--- src/rtl/turn_signal_ctrl.sv ---
// turn_signal_ctrl: six-lamp rear turn-signal sequencer.
// Arbitrates left/right/hazard requests and steps a 1-2-3 lamp animation.
// Each step lasts TICK_DIV clock cycles, paced by an internal prescaler.
// Optional brake overlay is compiled in when TURN_SIGNAL_BRAKE_EN is defined.
// Without it, brake is ignored and no brake state is kept.
// Lamp vectors are {x3,x2,x1}, so bit 0 is the inner lamp.
module turn_signal_ctrl #(
  parameter int TICK_DIV = 4
) (
  input  logic clk,
  input  logic reset,
  input  logic left,
  input  logic right,
  input  logic hazard,
  input  logic brake,
  output logic L1,
  output logic L2,
  output logic L3,
  output logic R1,
  output logic R2,
  output logic R3,
  output logic busy
);

  localparam int CNT_W = (TICK_DIV > 1) ? $clog2(TICK_DIV) : 1;
  localparam logic [CNT_W-1:0] CNT_LAST = CNT_W'(TICK_DIV - 1);

  typedef enum logic [2:0] {
    S_IDLE  = 3'd0,
    S_STEP1 = 3'd1,
    S_STEP2 = 3'd2,
    S_STEP3 = 3'd3,
    S_GAP   = 3'd4
  } state_t;

  typedef enum logic [1:0] {
    MODE_LEFT  = 2'd0,
    MODE_RIGHT = 2'd1,
    MODE_BOTH  = 2'd2
  } mode_t;

  state_t           r_state;
  mode_t            r_mode;
  logic [CNT_W-1:0] r_cnt;
  logic [2:0]       r_l;
  logic [2:0]       r_r;
  logic             r_busy;

  state_t           w_state_nxt;
  mode_t            w_mode_nxt;
  mode_t            w_arb_mode;
  logic [CNT_W-1:0] w_cnt_nxt;
  logic [2:0]       w_pat;
  logic [2:0]       w_l_nxt;
  logic [2:0]       w_r_nxt;
  logic             w_req;
  logic             w_tick;
  logic             w_state_ok;

`ifndef TURN_SIGNAL_BRAKE_EN
  // Brake port stays on the interface but has no function in this build.
  logic w_unused_brake;
  assign w_unused_brake = brake;
`endif

  // Animation pattern shown on an animated side for a given state.
  function automatic logic [2:0] step_pat(input state_t s);
    case (s)
      S_STEP1: step_pat = 3'b001;
      S_STEP2: step_pat = 3'b011;
      S_STEP3: step_pat = 3'b111;
      default: step_pat = 3'b000;
    endcase
  endfunction

  assign w_req  = hazard | left | right;
  assign w_tick = (r_cnt == CNT_LAST);

  // Arbitration, next state, prescaler and next lamp image.
  always_comb begin
    w_arb_mode  = MODE_RIGHT;
    if (hazard || (left && right)) w_arb_mode = MODE_BOTH;
    else if (left)                 w_arb_mode = MODE_LEFT;

    w_state_nxt = r_state;
    w_mode_nxt  = r_mode;
    w_state_ok  = 1'b1;
    case (r_state)
      S_IDLE: begin
        if (w_req) begin
          w_state_nxt = S_STEP1;
          w_mode_nxt  = w_arb_mode;
        end
      end
      S_STEP1: if (w_tick) w_state_nxt = S_STEP2;
      S_STEP2: if (w_tick) w_state_nxt = S_STEP3;
      S_STEP3: if (w_tick) w_state_nxt = S_GAP;
      S_GAP: begin
        if (w_tick) begin
          if (w_req) begin
            w_state_nxt = S_STEP1;
            w_mode_nxt  = w_arb_mode;
          end else begin
            w_state_nxt = S_IDLE;
          end
        end
      end
      default: begin
        w_state_nxt = S_IDLE;
        w_state_ok  = 1'b0;
      end
    endcase

    // Every state change, and all of IDLE, restarts the prescaler.
    if ((w_state_nxt != r_state) || (w_state_nxt == S_IDLE)) w_cnt_nxt = '0;
    else                                                       w_cnt_nxt = CNT_W'(r_cnt + 1'b1);

    w_pat   = step_pat(w_state_nxt);
    w_l_nxt = 3'b000;
    w_r_nxt = 3'b000;
    case (w_mode_nxt)
      MODE_LEFT:  w_l_nxt = w_pat;
      MODE_RIGHT: w_r_nxt = w_pat;
      MODE_BOTH: begin
        w_l_nxt = w_pat;
        w_r_nxt = w_pat;
      end
      default: ;
    endcase

`ifdef TURN_SIGNAL_BRAKE_EN
    // Brake lights every non-animated side; in IDLE that is both sides.
    if (brake) begin
      if (w_state_nxt == S_IDLE) begin
        w_l_nxt = 3'b111;
        w_r_nxt = 3'b111;
      end else if (w_mode_nxt == MODE_LEFT) begin
        w_r_nxt = 3'b111;
      end else if (w_mode_nxt == MODE_RIGHT) begin
        w_l_nxt = 3'b111;
      end
    end
`endif

    // Recovery from an illegal encoding shows dark lamps.
    if (!w_state_ok) begin
      w_l_nxt = 3'b000;
      w_r_nxt = 3'b000;
    end
  end

  // Sequencer state, mode, prescaler and registered lamp/busy outputs.
  always_ff @(posedge clk or posedge reset) begin
    if (reset) begin
      r_state <= S_IDLE;
      r_mode  <= MODE_LEFT;
      r_cnt   <= '0;
      r_l     <= 3'b000;
      r_r     <= 3'b000;
      r_busy  <= 1'b0;
    end else begin
      r_state <= w_state_nxt;
      r_mode  <= w_mode_nxt;
      r_cnt   <= w_cnt_nxt;
      r_l     <= w_l_nxt;
      r_r     <= w_r_nxt;
      r_busy  <= (w_state_nxt != S_IDLE);
    end
  end

  assign L1   = r_l[0];
  assign L2   = r_l[1];
  assign L3   = r_l[2];
  assign R1   = r_r[0];
  assign R2   = r_r[1];
  assign R3   = r_r[2];
  assign busy = r_busy;

endmodule
--- config.mk ---
export PLATFORM = sky130hd
export DESIGN_NAME = turn_signal_ctrl
export DESIGN_NICKNAME = d
export VERILOG_FILES = /design/src/rtl/turn_signal_ctrl.sv
export SDC_FILE = /design/constraint.sdc
export NUM_CORES = 1
export LEC_CHECK = 0
export BUFFER_PORTS_ARGS = -buffer_cell sky130_fd_sc_hd__buf_4
export CORE_MARGIN = 4
export CORE_UTILIZATION = 35
export CTS_CLUSTER_DIAMETER = 50
export CTS_CLUSTER_SIZE = 8
export DETAILED_ROUTE_END_ITERATION = 16
export GPL_TIMING_DRIVEN = 0
export PLACE_DENSITY = 0.61
export SKIP_LAST_GASP = 1
export SYNTH_ARGS = -nofsm -noshare
export SYNTH_HDL_FRONTEND = slang
export SYNTH_SLANG_ARGS = --single-unit
export TNS_END_PERCENT = 10
--- constraint.sdc ---
create_clock -name clk -period 2 [get_ports clk]
set_clock_uncertainty 0.2 [all_clocks]
set_input_delay 0.3 -clock clk [delete_from_list [all_inputs] [get_ports clk]]
set_output_delay 0.3 -clock clk [all_outputs]
set_load 0.02 [all_outputs]
# Yosys cells after proc, flatten, opt, wreduce, memory -nomap -nowiden
# Cells that the tools add are included.
dict set report classes {
  add_sub_neg 1
  eq_ne 11
  muxes 19
  reduce_logical 10
  multipliers 0
  bitwise 2
  shifts 0
  magnitude_cmp 0
  n_div 0
}
# op n
set ops {}
lappend ops {{two-way mux 3 bit} 9}
lappend ops {{one-hot mux 3 bit (5 select lines)} 1}
lappend ops {{== test 3 x 2 -> 1 bit (second input constant)} 4}
lappend ops {{one-hot mux 3 bit (3 select lines)} 1}
lappend ops {{two-way mux 2 bit} 4}
lappend ops {{== test 3 x 1 -> 1 bit (second input constant)} 2}
lappend ops {{zero test 3 bit} 2}
lappend ops {{OR reduction 5 bit} 1}
lappend ops {{== test 2 bit (second input constant)} 2}
lappend ops {{one-hot mux 2 bit (2 select lines)} 1}
lappend ops {{OR reduction 2 bit} 2}
lappend ops {{== test 3 bit (second input constant)} 1}
lappend ops {{two-way mux 1 bit} 3}
lappend ops {{inequality test 3 bit} 1}
lappend ops {{nonzero test 3 bit} 1}
lappend ops {{adder 2 x 1 -> 2 bit (second input constant)} 1}
lappend ops {{== test 2 x 1 -> 1 bit (second input constant)} 1}
lappend ops {{zero test 2 bit} 1}
lappend ops {{logical OR 1 bit} 2}
lappend ops {{bitwise OR 1 bit} 2}
lappend ops {{logical AND 1 bit} 1}
dict set report totals {
  mem_bits_rw 0
  input_bits 6
  output_inout_bits 7
  mem_bits_ro 0
  register_bits 14
  latchBits 0
  n_memories 0
  elab_cells 49
}

# Longest topological paths before layout
dict set report logic_depth {
  word_depth 10
  depth_mapped 6
}

# Least setup slack after synthesis
# Ideal clock, no wire load.
dict set report synth_timing {
  path_kind {register to register}
  start {register r_cnt[0]}
  end {register r_l[2]}
  stages_incl_launch_ff 7
  path_buffers 1
  setup_slack_ns 0.400
  setup_ns 0.081
  required_ns 1.719
  t_arrival_ns 1.319
  cell_sequence {dfrtp_1 ha_1 buf_2 nand2b_1 o311a_1 o32a_2 nor3_2}
}
dict set report synth_between {
  elab_chain_len 7
}
# item line_no
set synth_lines {}
lappend synth_lines {{from (decl)} 44} ;# logic [CNT_W-1:0] r_cnt;
lappend synth_lines {{from (signal assigned)} 164} ;# r_cnt <= w_cnt_nxt;
lappend synth_lines {{== test 2 bit *} 77} ;# assign w_tick = (r_cnt == CNT_LAST);
lappend synth_lines {{two-way mux 3 bit, or another cell as far along} 99} ;# if (w_tick) begin
lappend synth_lines {{one-hot mux 3 bit (5 select lines) / one-hot mux 2 bit (2 select lines) (equally long branches)} 88} ;# case (r_state)
lappend synth_lines {{== test 3 x 2 -> 1 bit, or another cell as far along} 68} ;# case (s)
lappend synth_lines {{one-hot mux 3 bit (3 select lines) / OR reduction 2 bit (equally long branches)} n/a}
lappend synth_lines {{two-way mux 3 bit *} 121} ;# case (w_mode_nxt)
lappend synth_lines {{two-way mux 3 bit *} 146} ;# if (!w_state_ok) begin
lappend synth_lines {{named net w_l_nxt[2]} 54} ;# logic [2:0] w_l_nxt;
lappend synth_lines {{to (signal assigned)} 165} ;# r_l <= w_l_nxt;
lappend synth_lines {{to (decl)} 45} ;# logic [2:0] r_l;
# The timed path passes the listed nets; every way through them passes the cells marked *.

# Worst setup path in the final report
# Same ends and word-level chain as after synthesis.

==> flow_summary_export.csv <==
group,metric,value,unit
outcome,outcome,"finished, final reports clean",
clocking,cts_resized,0,
floorplan,pin_count,13,
timing,worst_slew_pin_slew,532,ps
floorplan,core,0.00178,sq mm
logic_synthesis,synthArstFlopShare,100,%
logic_synthesis,yosysMostFrequentCell,"dfrtp_1",
logic_synthesis,synth_cells,63,
place,postPlaceCellArea,788,sq um
min_path,whs_endpoint,"r_mode[1]$_DFF_PP0_",
detailed_routing,drc,0,
final_layout,n_antenna_cell,0,
setup_path,worstPathArrival,1710,ps
grt,grt_pass1_wl,1960,um
pwr,power_density,1560,mW/mm^2
final_layout,postLayoutCoreUtil,46.0,%
logic_synthesis,synthTopCellsByArea,"dfrtp_1 (52%), nor3_2 (4.5%), nor2_1 (3.9%), ha_1 (3.7%), nand3b_1 (3.3%)",
logic_synthesis,synth.top_cell.area_share,51.9,%
detailed_routing,drtAntennaViolNets,0,
detailed_routing,via_count,475,
setup_path,r2r-start,"r_cnt[0]$_DFF_PP0_",
logic_synthesis,synthTopCellsByCount,"dfrtp_1 (14), nor2_1 (7), inv_1 (4), nand2_1 (4)",
timing,min_period_over_period,86.2,%
flow_run,maxCapViolCount,0,
detailed_routing,vias_per_cell,4.61,
pwr,peakVddDrop,0.000856,V
grt,overflow,0,
timing,fmax,580,MHz
logic_synthesis,synth_area,674,sq um
setup_path,crit_fanout,9,
grt,grt_pass1_vias,452,
clocking,clockRootBuffer,"clkbuf_4",
logic_synthesis,synth.distinct_cells,25,
setup_path,worstSetupStartpointType,"flop",
clocking,cts_setup_buffers,0,
final_layout,syn_to_final_growth,21.7,%
timing,rsz0062_at_grt,"false",
timing,fin_crit,1720,ps
min_path,min_path_type,"input pin to flop",
clocking,hold_buffers,1,
logic_synthesis,syn_nets,71,
logic_synthesis,postSynthAreaPerCell,10.7,sq um
timing,final-max-slew-violation-count,0,
detailed_routing,post_drt_wl_per_cell,11.6,um
grt,track_usage,10.2,%
final_layout,final_area,821,sq um
min_path,hold_depth,3,
min_path,hold_start,"hazard",
floorplan,die_h,51.9,um
place,port_buffers,11,
setup_path,crit_required,1990,ps
floorplan,dieArea,0.00269,sq mm
clocking,htree_num_levels,1,
timing,hold_violations,0,
final_layout,final_nets,88,
final_layout,drive_gt1_share,28.2,%
timing,fin_setup_tns,0,ps
clocking,insertion_delay,270,ps
logic_synthesis,yosys_warnings,0,
clocking,clk_pin_slew,70,ps
logic_synthesis,synth_top_cell_by_area,"dfrtp_1",
floorplan,fp.dieW,51.9,um
setup_path,rr_endpoint,"r_l[2]$_DFF_PP0_",
grt,grt_max_degree,15,
logic_synthesis,ys_seq_elements,14,
timing,slew-limit-headroom,64.5,%
logic_synthesis,synth_edf_count,0,
setup_path,reg2reg_depth,6,
detailed_routing,first_iter_violations,0,
clocking,clkSinkCount,14,
clocking,cts_buffer_depth,2,
place,hpwl,895,um
pwr,p_total,1.28,mW
timing,holdWs,131,ps
place,gp_congestion,0.688,
floorplan,start_util,37.8,%
clocking,cts_tree,"yes",
detailed_routing,drt-pass1-iter-count,1,
detailed_routing,routed_wl,1200,um
setup_path,r2r_slack,280,ps
clocking,cts_made_buffers,3,
pwr,p_leak,0.378,nW
logic_synthesis,synthFlopType,"dfrtp_1",
logic_synthesis,yosysSeqAreaShare,51.9,%
setup_path,crit_type,"flop to flop",
floorplan,rows,15,
timing,setup_viol,0,
final_layout,fill_cells,180,
grt,antenna_found_initial,0,
setup_path,end_kind,"flop",
-- cell families (layout without fill, tap and decap cells) --
| family | after synthesis | after routing | share of synthesized area, % |
|---|---|---|---|
| xor gates and xnor gates | 2 | 2 | 2.60 |
| buffers and inverters | 6 | 21 | 4.08 |
| AOI/OAI and AO/OA | 12 | 12 | 13.2 |
| adders and majority gates | 2 | 2 | 3.71 |
| DFF | 14 | 14 | 51.9 |
| and+or+nand+nor | 27 | 27 | 24.5 |
-- registers in the layout, summed over array words and instances (netlist names) --
name / count
busy: 1
r_cnt: 2
r_l: 3
r_mode: 2
r_state: 3
r_r: 3
-- stage by stage --
step,instances,setup WS [ps]
2_1_floorplan,63,400
3_3_place_gp,99,328
3_5_place_dp,99,289
4_1_cts,103,268
5_1_grt,103,184
6_report,103,277
-- report_power, final --
group	total (mW)	internal (mW)	leakage (nW)	switching, mW
logic	0.654	0.283	0.193	0.371
registers	0.483	0.409	0.171	0.0742
clock network	0.145	0.0696	0.0138	0.0756
total	1.28	0.761	0.378	0.520
-- critical path: stages, from the launching register on --
cell and delay, ps:
dfrtp_1 410, ha_1 200, buf_2 160, nand2b_1 150, o311a_1 120, o32a_2 240
nor3_2 170
-- routing by layer --
metal | global-route usage (%) | routed length, um | vias to the layer above
met2 | 15.7 | 582 | 9
li1 | - | - | 248
met3 | 5.16 | 65 | 0
met5 | 0 | 0 | -
met4 | 2.62 | 0 | 0
met1 | 12.4 | 549 | 218
-- placed cells by master, fill, tap and decap left out, drive strengths merged --
| cell type | instances |
|---|---|
| nand3 | 3 |
| nand2b | 4 |
| nand2 | 4 |
| inv | 4 |
| o32a | 1 |
| buf | 13 |
| clkbuf | 3 |
| o22a | 1 |
| or2 | 1 |
| nor2 | 8 |
| dfrtp | 14 |
| and3 | 1 |
| o21ai | 3 |
| ha | 2 |
| xor2 | 1 |
| a2bb2oi | 2 |
| a211oi | 2 |
| a21oi | 1 |
| dlygate4sd3 | 1 |
| nor3 | 3 |
| nand3b | 3 |
| xnor2 | 1 |
| a31oi | 1 |
| o311a | 1 |
-- layout make-up --
type	instances	area (sq um)	area share [%]
Clock buffer	3	22.5	2.74
Timing Repair Buffer	12	92.6	11.3
Multi-Input combinational cell	43	297	36.1
Inverter	4	15.0	1.83
Tap cell	25	31.3	3.81
Sequential cell	14	350	42.7
Buffer	2	12.5	1.52
-- worst max-delay path by stage --
stage	start	endpoint	slack, ps	cells past startpoint
final	r_cnt[0]$_DFF_PP0_	r_l[2]$_DFF_PP0_	280	6
after global placement	r_cnt[0]$_DFF_PP0_	r_l[2]$_DFF_PP0_	330	6
after global routing	r_cnt[0]$_DFF_PP0_	r_r[0]$_DFF_PP0_	180	5
after detailed placement	r_cnt[0]$_DFF_PP0_	r_l[2]$_DFF_PP0_	290	6
after CTS	r_cnt[0]$_DFF_PP0_	r_l[2]$_DFF_PP0_	270	6
after floorplan	r_cnt[0]$_DFF_PP0_	r_l[2]$_DFF_PP0_	400	6
No activity file was read; power rests on OpenSTA's default activity.
